===== src/rtl/reduce_pkg.sv =====
// reduce_pkg: shared types and the bitwise combine used by the reduction unit.
//   mode_t  - frame reduction mode (AND / OR / XOR / reserved)
//   state_t - frame FSM states
//   red_op  - bitwise combine of two operands under a mode. Operands are
//             OP_W bits wide; narrower callers zero-extend and truncate.
package reduce_pkg;

  typedef enum logic [1:0] {
    MODE_AND  = 2'b00,
    MODE_OR   = 2'b01,
    MODE_XOR  = 2'b10,
    MODE_RSVD = 2'b11
  } mode_t;

  typedef enum logic {
    S_IDLE  = 1'b0,
    S_ACCUM = 1'b1
  } state_t;

  // Widest lane supported; red_op works at this width for every caller.
  localparam int OP_W = 32;

  // The reserved mode folds as AND so a bad frame still yields a defined word.
  function automatic logic [OP_W-1:0] red_op(input mode_t mode,
                                             input logic [OP_W-1:0] a,
                                             input logic [OP_W-1:0] b);
    case (mode)
      MODE_OR:  red_op = a | b;
      MODE_XOR: red_op = a ^ b;
      default:  red_op = a & b;
    endcase
  endfunction

endpackage


===== src/rtl/reduce_accum_if.sv =====
// reduce_accum_if: beat input and result output handshakes of reduce_accum.
//   in_valid/in_ready/in_data/in_mode/in_last - beat stream into the unit
//   out_valid/out_ready/out_data/out_flag/out_beats/out_err - frame results
// modport slave is the reduction unit, modport master is its environment.
interface reduce_accum_if #(
  parameter int PORT_NUM = 8,
  parameter int WIDTH    = 7,
  parameter int CNT_W    = 8
);

  logic                      in_valid;
  logic                      in_ready;
  logic [PORT_NUM*WIDTH-1:0] in_data;
  logic [1:0]                in_mode;
  logic                      in_last;

  logic                      out_valid;
  logic                      out_ready;
  logic [WIDTH-1:0]          out_data;
  logic                      out_flag;
  logic [CNT_W-1:0]          out_beats;
  logic                      out_err;

  modport master (
    output in_valid, in_data, in_mode, in_last, out_ready,
    input  in_ready, out_valid, out_data, out_flag, out_beats, out_err
  );

  modport slave (
    input  in_valid, in_data, in_mode, in_last, out_ready,
    output in_ready, out_valid, out_data, out_flag, out_beats, out_err
  );

endinterface


===== src/rtl/reduce_lanes.sv =====
// reduce_lanes: combinational fold of PORT_NUM lanes of WIDTH bits into one
// WIDTH-bit word under the given mode.
//   mode  in  reduction mode (reserved folds as AND)
//   lanes in  lane k at bits [k*WIDTH +: WIDTH]
//   word  out bitwise reduction across all lanes
module reduce_lanes
  import reduce_pkg::*;
#(
  parameter int PORT_NUM = 8,
  parameter int WIDTH    = 7
) (
  input  mode_t                     mode,
  input  logic [PORT_NUM*WIDTH-1:0] lanes,
  output logic [WIDTH-1:0]          word
);

  // chain[k] holds the reduction of lanes 0..k.
  logic [WIDTH-1:0] chain [PORT_NUM];

  assign chain[0] = lanes[WIDTH-1:0];

  generate
    for (genvar gi = 1; gi < PORT_NUM; gi++) begin : g_fold
      assign chain[gi] = WIDTH'(red_op(mode, OP_W'(chain[gi-1]),
                                       OP_W'(lanes[gi*WIDTH +: WIDTH])));
    end
  endgenerate

  assign word = chain[PORT_NUM-1];

endmodule


===== src/rtl/reduce_accum.sv =====
// reduce_accum: streaming reduction unit. Each accepted beat's lanes are
// folded into one word, words are folded across the frame, and the frame
// result is registered on the beat carrying in_last.
//   clk   in  rising-edge clock
//   reset in  synchronous active-high reset
//   bus   slave modport of reduce_accum_if (beat in, result out)
// The accumulator and the output register are independent, so the next
// frame streams in while a result waits; only a last beat stalls on a full
// output register.
module reduce_accum
  import reduce_pkg::*;
#(
  parameter int PORT_NUM = 8,
  parameter int WIDTH    = 7,
  parameter int CNT_W    = 8
) (
  input logic           clk,
  input logic           reset,
  reduce_accum_if.slave bus
);

  localparam logic [CNT_W-1:0] CNT_MAX = '1;

  state_t           state_reg, state_next;
  mode_t            mode_reg, mode_next;
  logic [WIDTH-1:0] acc_reg, acc_next;
  logic [CNT_W-1:0] beats_reg, beats_next;
  logic             err_reg, err_next;

  logic             out_valid_reg, out_valid_next;
  logic [WIDTH-1:0] out_data_reg, out_data_next;
  logic             out_flag_reg, out_flag_next;
  logic [CNT_W-1:0] out_beats_reg, out_beats_next;
  logic             out_err_reg, out_err_next;

  mode_t            in_mode_raw;
  mode_t            first_mode;
  mode_t            beat_mode;
  logic [WIDTH-1:0] beat_word;
  logic [WIDTH-1:0] merged_acc;
  logic [CNT_W-1:0] merged_beats;
  logic             merged_err;
  logic             merged_flag;
  logic             in_ready;
  logic             accept;

  // The frame mode comes from the beat that opens the frame; later beats
  // reuse the latched mode whatever in_mode says.
  always_comb begin
    in_mode_raw = mode_t'(bus.in_mode);
    first_mode  = (in_mode_raw == MODE_RSVD) ? MODE_AND : in_mode_raw;
    beat_mode   = (state_reg == S_IDLE) ? first_mode : mode_reg;
  end

  reduce_lanes #(
    .PORT_NUM (PORT_NUM),
    .WIDTH    (WIDTH)
  ) u_lanes (
    .mode  (beat_mode),
    .lanes (bus.in_data),
    .word  (beat_word)
  );

  // Only a last beat needs the output register, so only it can stall.
  assign in_ready     = !(out_valid_reg && !bus.out_ready && bus.in_last);
  assign accept       = bus.in_valid && in_ready;
  assign bus.in_ready = in_ready;

  // Frame state after folding in the offered beat.
  always_comb begin
    if (state_reg == S_IDLE) begin
      merged_acc   = beat_word;
      merged_beats = CNT_W'(1);
      merged_err   = (in_mode_raw == MODE_RSVD);
    end else begin
      merged_acc   = WIDTH'(red_op(mode_reg, OP_W'(acc_reg), OP_W'(beat_word)));
      merged_beats = (beats_reg == CNT_MAX) ? CNT_MAX : beats_reg + CNT_W'(1);
      merged_err   = err_reg || (beats_reg == CNT_MAX);
    end
    case (beat_mode)
      MODE_OR:  merged_flag = |merged_acc;
      MODE_XOR: merged_flag = ^merged_acc;
      default:  merged_flag = &merged_acc;
    endcase
  end

  always_comb begin
    state_next     = state_reg;
    mode_next      = mode_reg;
    acc_next       = acc_reg;
    beats_next     = beats_reg;
    err_next       = err_reg;
    out_valid_next = out_valid_reg;
    out_data_next  = out_data_reg;
    out_flag_next  = out_flag_reg;
    out_beats_next = out_beats_reg;
    out_err_next   = out_err_reg;

    if (out_valid_reg && bus.out_ready) begin
      out_valid_next = 1'b0;
    end

    if (accept) begin
      if (bus.in_last) begin
        // A load in the same cycle as a pop overrides the clear above.
        out_valid_next = 1'b1;
        out_data_next  = merged_acc;
        out_flag_next  = merged_flag;
        out_beats_next = merged_beats;
        out_err_next   = merged_err;
        state_next     = S_IDLE;
        mode_next      = MODE_AND;
        acc_next       = '0;
        beats_next     = '0;
        err_next       = 1'b0;
      end else begin
        state_next = S_ACCUM;
        mode_next  = beat_mode;
        acc_next   = merged_acc;
        beats_next = merged_beats;
        err_next   = merged_err;
      end
    end
  end

  always_ff @(posedge clk) begin
    if (reset) begin
      state_reg     <= S_IDLE;
      mode_reg      <= MODE_AND;
      acc_reg       <= '0;
      beats_reg     <= '0;
      err_reg       <= 1'b0;
      out_valid_reg <= 1'b0;
      out_data_reg  <= '0;
      out_flag_reg  <= 1'b0;
      out_beats_reg <= '0;
      out_err_reg   <= 1'b0;
    end else begin
      state_reg     <= state_next;
      mode_reg      <= mode_next;
      acc_reg       <= acc_next;
      beats_reg     <= beats_next;
      err_reg       <= err_next;
      out_valid_reg <= out_valid_next;
      out_data_reg  <= out_data_next;
      out_flag_reg  <= out_flag_next;
      out_beats_reg <= out_beats_next;
      out_err_reg   <= out_err_next;
    end
  end

  assign bus.out_valid = out_valid_reg;
  assign bus.out_data  = out_data_reg;
  assign bus.out_flag  = out_flag_reg;
  assign bus.out_beats = out_beats_reg;
  assign bus.out_err   = out_err_reg;

endmodule


===== src/flat_wrapper.sv =====
// flat-port wrapper written by rule: the top's interface ports become plain ports
module reduce_accum_flat import reduce_pkg::*;
#(
  parameter int PORT_NUM = 8,
  parameter int WIDTH    = 7,
  parameter int CNT_W    = 8
)
  (clk, reset, bus_in_valid, bus_in_data, bus_in_mode, bus_in_last, bus_out_ready, bus_in_ready, bus_out_valid, bus_out_data, bus_out_flag, bus_out_beats, bus_out_err);
  reduce_accum_if #(.PORT_NUM(PORT_NUM), .WIDTH(WIDTH), .CNT_W(CNT_W)) bus_i ();
  input logic clk;
  input logic reset;
  input wire logic [$bits(bus_i.in_valid)-1:0] bus_in_valid;
  input wire logic [$bits(bus_i.in_data)-1:0] bus_in_data;
  input wire logic [$bits(bus_i.in_mode)-1:0] bus_in_mode;
  input wire logic [$bits(bus_i.in_last)-1:0] bus_in_last;
  input wire logic [$bits(bus_i.out_ready)-1:0] bus_out_ready;
  output wire logic [$bits(bus_i.in_ready)-1:0] bus_in_ready;
  output wire logic [$bits(bus_i.out_valid)-1:0] bus_out_valid;
  output wire logic [$bits(bus_i.out_data)-1:0] bus_out_data;
  output wire logic [$bits(bus_i.out_flag)-1:0] bus_out_flag;
  output wire logic [$bits(bus_i.out_beats)-1:0] bus_out_beats;
  output wire logic [$bits(bus_i.out_err)-1:0] bus_out_err;
  assign bus_i.in_valid = bus_in_valid;
  assign bus_i.in_data = bus_in_data;
  assign bus_i.in_mode = bus_in_mode;
  assign bus_i.in_last = bus_in_last;
  assign bus_i.out_ready = bus_out_ready;
  assign bus_in_ready = bus_i.in_ready;
  assign bus_out_valid = bus_i.out_valid;
  assign bus_out_data = bus_i.out_data;
  assign bus_out_flag = bus_i.out_flag;
  assign bus_out_beats = bus_i.out_beats;
  assign bus_out_err = bus_i.out_err;
  reduce_accum #(.PORT_NUM(PORT_NUM), .WIDTH(WIDTH), .CNT_W(CNT_W)) u_core (.clk(clk), .reset(reset), .bus(bus_i));
endmodule

===== config.mk =====
export PLATFORM = sky130hd
export DESIGN_NAME = reduce_accum_flat
export DESIGN_NICKNAME = d
export VERILOG_FILES = /design/src/rtl/reduce_pkg.sv /design/src/rtl/reduce_accum_if.sv /design/src/rtl/reduce_lanes.sv /design/src/rtl/reduce_accum.sv /design/src/flat_wrapper.sv
export SDC_FILE = /design/constraint.sdc
export NUM_CORES = 1
export LEC_CHECK = 0
export ABC_AREA = 0
export CAP_MARGIN = 20
export CELL_PAD_IN_SITES_DETAIL_PLACEMENT = 0
export CELL_PAD_IN_SITES_GLOBAL_PLACEMENT = 1
export CORE_MARGIN = 1.5
export CORE_UTILIZATION = 36
export DETAILED_ROUTE_END_ITERATION = 16
export PLACE_DENSITY = 0.8
export SYNTH_ARGS = -nofsm -noshare
export SYNTH_HDL_FRONTEND = slang
export SYNTH_SLANG_ARGS = --single-unit

===== constraint.sdc =====
create_clock -name clk -period 8.4 [get_ports clk]
set_input_delay 1.26 -clock clk [delete_from_list [all_inputs] [get_ports clk]]
set_output_delay 1.26 -clock clk [all_outputs]
set_load 0.05 [all_outputs]

==> results of run 1 <==
-- routing by layer --
metal / part of all wire, % / routed length (um)
met5: 0 / 0
met4: 0.46 / 61
met3: 3.6 / 482
met2: 51 / 6770
met1: 45 / 5970
-- metrics by stage --
| stage | total power [mW] | hold WS [ns] | util, % | instance area [um^2] |
|---|---|---|---|---|
| floorplan | 0.368 | 0.479 | - | 4990 |
| global placement | 0.496 | 0.447 | 49.0 | 6540 |
| detailed placement | 0.507 | 0.450 | 49.1 | 6560 |
| CTS | 0.711 | 0.462 | 51.5 | 6880 |
| global route | 0.817 | 0.485 | 55.3 | 7380 |
| finish | 0.763 | 0.456 | 55.3 | 7380 |
-- synthesized netlist by cell type (4+ instances only) --
| cell | number | share of area, % |
|---|---|---|
| and2_1 | 9 | 1.1 |
| inv_2 | 4 | 0.30 |
| nor3_1 | 5 | 0.51 |
| nand2b_1 | 13 | 1.6 |
| clkbuf_1 | 32 | 2.4 |
| or2b_1 | 4 | 0.61 |
| o21ai_0 | 45 | 4.5 |
| ha_1 | 123 | 31 |
| o21a_1 | 6 | 0.91 |
| inv_1 | 165 | 13 |
| a31o_2 | 6 | 1.1 |
| o311ai_0 | 6 | 1.1 |
| nor2b_1 | 14 | 1.8 |
| a22oi_1 | 56 | 8.5 |
| nor2_1 | 33 | 2.5 |
| nand2_1 | 64 | 4.9 |
| dfxtp_1 | 37 | 15 |
| a211oi_1 | 8 | 1.2 |
| nand3_1 | 9 | 0.91 |
| a21oi_1 | 19 | 1.9 |
-- cell type report --
type                            instances  area, um^2
Timing Repair Buffer                  207        1830
Clock inverter                          2        10.0
Multi-Input combinational cell        448        3810
Inverter                              169         634
Fill cell                            1257        5970
Sequential cell                        37         741
Tap cell                              176         220
Clock buffer                            6         129
-- logic make-up after synthesis --
group	Yosys count	synth area share, %
flops	37	15.0
buf+inv	204	15.6
compound gates	159	21.8
fa+ha+maj	123	31.1
simple gates	162	15.9
mux	1	0.202
xor+xnor	3	0.531
-- final timing paths --
kind / end / slack [ns] / cells past startpoint
max: u_core.bus.out_flag / 0.24 / 44
min: u_core.bus.out_beats[2] / 0.46 / 2
max reg2reg: u_core.bus.out_flag / 0.68 / 43
min reg2reg: u_core.bus.out_beats[2] / 0.46 / 2
-- critical path, delay by kind of cell --
family	cells	cell delay [ns]
buffers and inverters	12	1.04
AO/OA/AOI/OAI	17	2.60
adder cells (fa/ha/maj)	9	2.29
XOR/XNOR	2	0.32
AND/OR/NAND/NOR	4	0.85
-- repair_timing --
action,CTS,global route
pin swaps,15,74
endpoints found under the hold margin,0,0
endpoints found under the setup margin,1,3
resized for setup,29,84
gates cloned,0,0
setup buffers,16,19
hold buffers,0,0
-- where the power goes --
part | switching (mW) | internal, mW | leakage, nW
logic | 0.190 | 0.207 | 3.16
clock network | 0.0700 | 0.109 | 0.0706
registers | 0.00572 | 0.182 | 0.301
total | 0.266 | 0.498 | 3.53
==> flow_metrics.py, run 1 <==
metrics = {
    "die": {
        "row_count": 42,
        "dieArea_um2": 14500,
        "die_x_um": 120,
        "initial_utilization_pct": 37.1,
        "core-area_um2": 13300,
        "io_pins": 82,
        "die_y_um": 120,
    },
    "outcome": {
        "status": "finished clean",
    },
    "timing": {
        "fmax_mhz": 123,
        "worst_slack_ns": 0.239,
        "finalSetupViolations": 0,
        "hold_viol_final": 0,
        "max_slew_margin_pct": 44.4,
        "post-route-period-util_pct": 97.2,
        "worstMarginPinSlew_ns": 0.834,
        "worst_clock_skew_ns": 0.00743,
        "slew_viol_final": 0,
        "rsz0062_at_grt": "yes",
        "setup_tns_ns": 0,
        "finalCriticalPeriod_ns": 8.16,
    },
    "setup_path": {
        "worstSetupPathType": "input port to flip-flop",
        "cp.required_ns": 8.58,
        "path_max_fanout": 6,
        "slowest_stage": "or4b_1",
        "worstSetupStartpoint": "bus_in_mode[1]",
        "slowest_delay_ns": 0.48,
        "worst_ep_arrival_time_ns": 8.34,
        "r2r-start": "u_core.state_reg",
        "startpoint_type": "input port",
        "critPathCaptureType": "flip-flop",
        "crit_top_cell": "inv_1",
    },
    "pwr": {
        "vdd_ir_drop_max_mv": 0.109,
        "leakagePower_nw": 3.53,
        "p_per_area_nw_per_um2": 103,
    },
    "drt": {
        "routed_via_density": 4.82,
        "dr.pass1.iters": 5,
        "routed_wirelength_um": 13300,
        "drc": 0,
        "dr_total_vias": 5040,
        "drtIter0Drc": 224,
        "wl_per_cell_um": 12.7,
        "ant_nets": 0,
    },
    "global_routing": {
        "met2_usage_pct": 33.1,
        "grt_pass1_vias": 4905,
        "use_met1_pct": 21.7,
        "grt_max_degree": 44,
        "grt_pass1_wl_um": 21500,
        "antenna_found_initial": 0,
        "track_usage_pct": 17.5,
        "use_met3_pct": 1.75,
        "grt.busiest_layer": "met2",
        "grt-ovfl-total": 0,
    },
    "clocking": {
        "cts.path.max_buffers": 2,
        "clkLatencyLatePin_ns": 0.28,
        "cts_max_level": 2,
        "cts.clk_slew.worst_paths_ns": 0.06,
        "cts_tree": "yes",
        "numClockSinks": 37,
        "cts_made_buffers": 5,
        "cts-root-buf": "clkbuf_16",
    },
    "hold_path": {
        "holdCritStartpoint": "u_core.bus.out_beats[2]",
        "hold_path_class": "flip-flop to flip-flop",
    },
    "synthesis": {
        "synth-edff-count": 0,
        "synth_cell_types": 46,
        "synthArstFlopShare_pct": 0,
        "ys_seq_area_share_pct": 15.0,
        "yosysWarnings": 0,
        "synth-seq-cells": 37,
        "synthFlopType": "dfxtp_1",
        "synth_cells": 689,
        "avgSynthCellArea_um2": 7.19,
        "synthesis.nets": 875,
        "synth_area_um2": 4950,
    },
    "finish": {
        "final_cell_count_no_fill": 1045,
        "layout_common_cells": "inv_1, buf_4, ha_1",
        "final_common_cell": "inv_1",
        "syn_to_final_growth_pct": 49.0,
        "num_antenna_cells": 0,
        "drive_gt1_share_pct": 24.9,
        "finalNetCount": 1054,
    },
    "placed_design": {
        "place_inst": 1002,
        "post-place-ws_ns": -0.839,
        "hpwlAfterDp_um": 9630,
        "place_congestion": 0.808,
        "io_buffers": 81,
    },
    "run": {
        "maxCapViolCount": 0,
    },
}
Note: power is estimated with default switching activity, not from simulation.
==> run 2, diff against run 1 <==
--- a/config.mk
+++ b/config.mk
@@ -13,6 +13,7 @@
 export CORE_UTILIZATION = 36
 export DETAILED_ROUTE_END_ITERATION = 16
 export PLACE_DENSITY = 0.8
+export SKIP_LAST_GASP = 1
 export SYNTH_ARGS = -nofsm -noshare
 export SYNTH_HDL_FRONTEND = slang
 export SYNTH_SLANG_ARGS = --single-unit
==> results of run 2 <==
Final layout, timing and power as in run 1 (identical DEF).
==> edit 1: new RTL, flow settings as in run 1 <==
`PORT_NUM` is set to 8 in 4 places; all go to 4.
--- a/src/rtl/reduce_accum_if.sv
+++ b/src/rtl/reduce_accum_if.sv
@@ -5,3 +5,3 @@
 interface reduce_accum_if #(
-  parameter int PORT_NUM = 8,
+  parameter int PORT_NUM = 4,
   parameter int WIDTH    = 7,
--- a/src/rtl/reduce_lanes.sv
+++ b/src/rtl/reduce_lanes.sv
@@ -8,3 +8,3 @@
 #(
-  parameter int PORT_NUM = 8,
+  parameter int PORT_NUM = 4,
   parameter int WIDTH    = 7
--- a/src/rtl/reduce_accum.sv
+++ b/src/rtl/reduce_accum.sv
@@ -12,3 +12,3 @@
 #(
-  parameter int PORT_NUM = 8,
+  parameter int PORT_NUM = 4,
   parameter int WIDTH    = 7,
--- a/src/flat_wrapper.sv
+++ b/src/flat_wrapper.sv
@@ -3,3 +3,3 @@
 #(
-  parameter int PORT_NUM = 8,
+  parameter int PORT_NUM = 4,
   parameter int WIDTH    = 7,
Interface: changed (resized bus_in_data); port bits go from 82 to 54. No check against the original RTL was run, so the function may have changed too.
==> edit 1 against run 1 <==
Area after synthesis fell by 31%; routed wire length fell by 43%; largest power group is now registers; worst setup slack improved by 1500 ps; power fell by 37%; critical path type unchanged; die area fell by 30%; sequential share of layout area rose by 7.9 points; sequential cell count did not move; design area fell by 44%; highest routed layer unchanged.
==> edit 1: results <==
set metrics [dict create \
    tightest_slew_ps 1033 \
    multi_input_comb_cells 290 \
    synth_area_leaders "ha_1 (25%), dfxtp_1 (22%), inv_1 (8.3%), a22oi_1 (5.9%), o21ai_1 (3.8%)" \
    dr_wl_met3_um 243 \
    drive_above_1_share_pct 6.303 \
    post-cts-setup-buffer-count 0 \
    synth_common_cells "inv_1 (75), ha_1 (67), dfxtp_1 (37)" \
    wl_per_cell_um 12.88 \
    grt_max_degree 33 \
    dp_hpwl_um 5669 \
    buffers 59 \
    grtUsageTotal_pct 16.19 \
    bufAreaShareNonClock_pct 13.93 \
    finalInstanceArea_um2 4131 \
    cpPeakStageDelay_ps 900 \
    min_from "u_core.bus.out_beats[1]$_SDFFE_PP0P_" \
    inverters 83 \
    ys_types 48 \
    fin_cells 587 \
    clock_buffers 7 \
    cp_slowest_cell "ha_1" \
    multi_input_area_um2 2278 \
    dr_wl_met2_um 3364 \
    irDropWorstVdd_mv 0.05234 \
    final-clk-cell-share_pct 2.090 \
    port_buffers 53 \
    hold-worst-slack_ps 451.3 \
    r2r_slack_ps 2740 \
    met1Wirelength_um 3903 \
    grt_pass1_wl_um 13410 \
    p_leak_nw 1.897 \
    post_dp_cell_area_um2 4045 \
    crit_fanout 32 \
    seq_area_frac_synth_pct 21.74 \
    dr.pass1.iters 4 \
    status "complete, no violations" \
    final_nets 578 \
    reg2reg_depth 25 \
    syn-cell-area_um2 3407 \
    arrival_ps 6860 \
]
## edit 1: cell count changes after synthesis, moves of 8 or more
| cell | delta |
|---|---|
| a22o_1 | +12 |
| o21ai_0 | -42 |
| o21ai_1 | +26 |
| a211oi_1 | -8 |
| and2_1 | +8 |
| a22oi_1 | -29 |
| inv_1 | -90 |
| clkbuf_1 | -19 |
| nor2_1 | -16 |
| a21oi_1 | -13 |
| ha_1 | -56 |
| nand2_1 | -38 |
## edit 1: worst max-delay path by stage
stage / start / to / slack (ps)
5_1_grt: bus_in_mode[0] / u_core.bus.out_flag$_SDFFE_PP0P_ / 1160
4_1_cts: bus_in_mode[0] / u_core.bus.out_flag$_SDFFE_PP0P_ / 1760
3_3_place_gp: bus_in_mode[0] / u_core.bus.out_flag$_SDFFE_PP0P_ / 1570
3_5_place_dp: bus_in_mode[0] / u_core.bus.out_flag$_SDFFE_PP0P_ / 1460
6_report: bus_in_mode[0] / u_core.bus.out_flag$_SDFFE_PP0P_ / 1760
2_1_floorplan: bus_in_mode[0] / u_core.bus.out_flag$_SDFFE_PP0P_ / 2390
## edit 1: cells by family (layout without fill, tap and decap cells)
kind of cell	Yosys count	count (layout)	share of synthesized area [%]
AND/OR/NAND/NOR	117	117	18.47
AO/OA/AOI/OAI	101	101	22.44
buffers and inverters	101	149	11.38
adder cells (fa/ha/maj)	67	67	24.61
flip-flops	37	37	21.74
XOR/XNOR	3	3	0.7713
multiplexers	2	2	0.5876
## edit 1: power breakdown
part,total [mW],internal [mW],switching [mW]
registers,0.185,0.181,0.00458
logic,0.170,0.0713,0.0985
clock network,0.128,0.0651,0.0629
total,0.483,0.317,0.166
==> edit 2: new RTL, flow settings as in run 1 <==
Made on the original files. `out_data_reg` no longer has a reset.
--- a/src/rtl/reduce_accum.sv
+++ b/src/rtl/reduce_accum.sv
@@ -133,3 +133,2 @@
       out_valid_reg <= 1'b0;
-      out_data_reg  <= '0;
       out_flag_reg  <= 1'b0;
@@ -144,3 +143,2 @@
       out_valid_reg <= out_valid_next;
-      out_data_reg  <= out_data_next;
       out_flag_reg  <= out_flag_next;
@@ -149,2 +147,6 @@
     end
+  end
+
+  always_ff @(posedge clk) begin
+    out_data_reg <= out_data_next;
   end
Formal check against the unedited RTL: not equivalent (a bounded check fails within 4 cycles, from zero or initial values and one cycle with reset high).
==> edit 2 against run 1 <==
Register-to-register slack improved by 270 ps; design area decreased by 2.3%; maximum frequency grew 1.6%; power rose by 0.10%; worst setup slack better by 130 ps; clock power up 16%; routed wire length decreased by 3.5%; first-iteration DRC count rose by 22%; area after synthesis shrank 1.1%; sequential share of layout area rose by 1.2 points; sequential cell count stayed put; critical path type unchanged; largest cell class unchanged.
==> edit 2: results <==
set metrics [dict create \
    status "complete, no violations" \
    grt_pass1_vias 4816 \
    die_x_um 119.6 \
    synth_enable_flop_cells 7 \
    ys_types 45 \
    dr.pass1.iters 4 \
    fin_crit_ps 8035 \
    vias 4904 \
    pg_comb_mw 0.363 \
    multi_input_comb_cells 430 \
    arrival_ps 8220 \
    p_seq_mw 0.192 \
    synth_fa_ha_area_share_pct 31.44 \
    final_nets 1021 \
    cp_slowest_cell "clkdlybuf4s50_1" \
    post-cts-setup-buffer-count 19 \
    tightest_slew_ps 751.5 \
    cpPeakStageDelay_ps 520 \
    drive_above_1_share_pct 22.85 \
    synth_mux_area_share_pct 0 \
    ctsResizeCount 39 \
    skew_ps 3.510 \
    buffers 191 \
    bufAreaShareNonClock_pct 23.65 \
    synth_cells 669 \
    grtUsageTotal_pct 17.75 \
    synth_nets 855 \
]
-- edit 2: per-layer routing --
| metal | wire, um | GRT usage [%] |
|---|---|---|
| met1 | 5594 | 20.89 |
| met2 | 6699 | 34.12 |
| met3 | 368 | 1.806 |
| met4 | 155 | 4.390 |
| met5 | 0 | 0 |
-- edit 2: final timing paths --
path / start / end / cells after the start
min reg2reg: u_core.bus.out_beats[6]$_SDFFE_PP0P_ / u_core.bus.out_beats[6]$_SDFFE_PP0P_ / 2
max reg2reg: u_core.state_reg$_SDFFE_PP0P_ / u_core.bus.out_flag$_SDFFE_PP0P_ / 42
max: bus_in_data[8] / u_core.bus.out_flag$_SDFFE_PP0P_ / 40
min: u_core.bus.out_beats[6]$_SDFFE_PP0P_ / u_core.bus.out_beats[6]$_SDFFE_PP0P_ / 2
-- edit 2: critical path: cells and delay by family --
kind / cells / cell delay, ps
buf+inv: 9 / 1030
fa+ha+maj: 9 / 2350
compound gates: 16 / 2180
simple gates: 4 / 1070
xor+xnor: 2 / 310
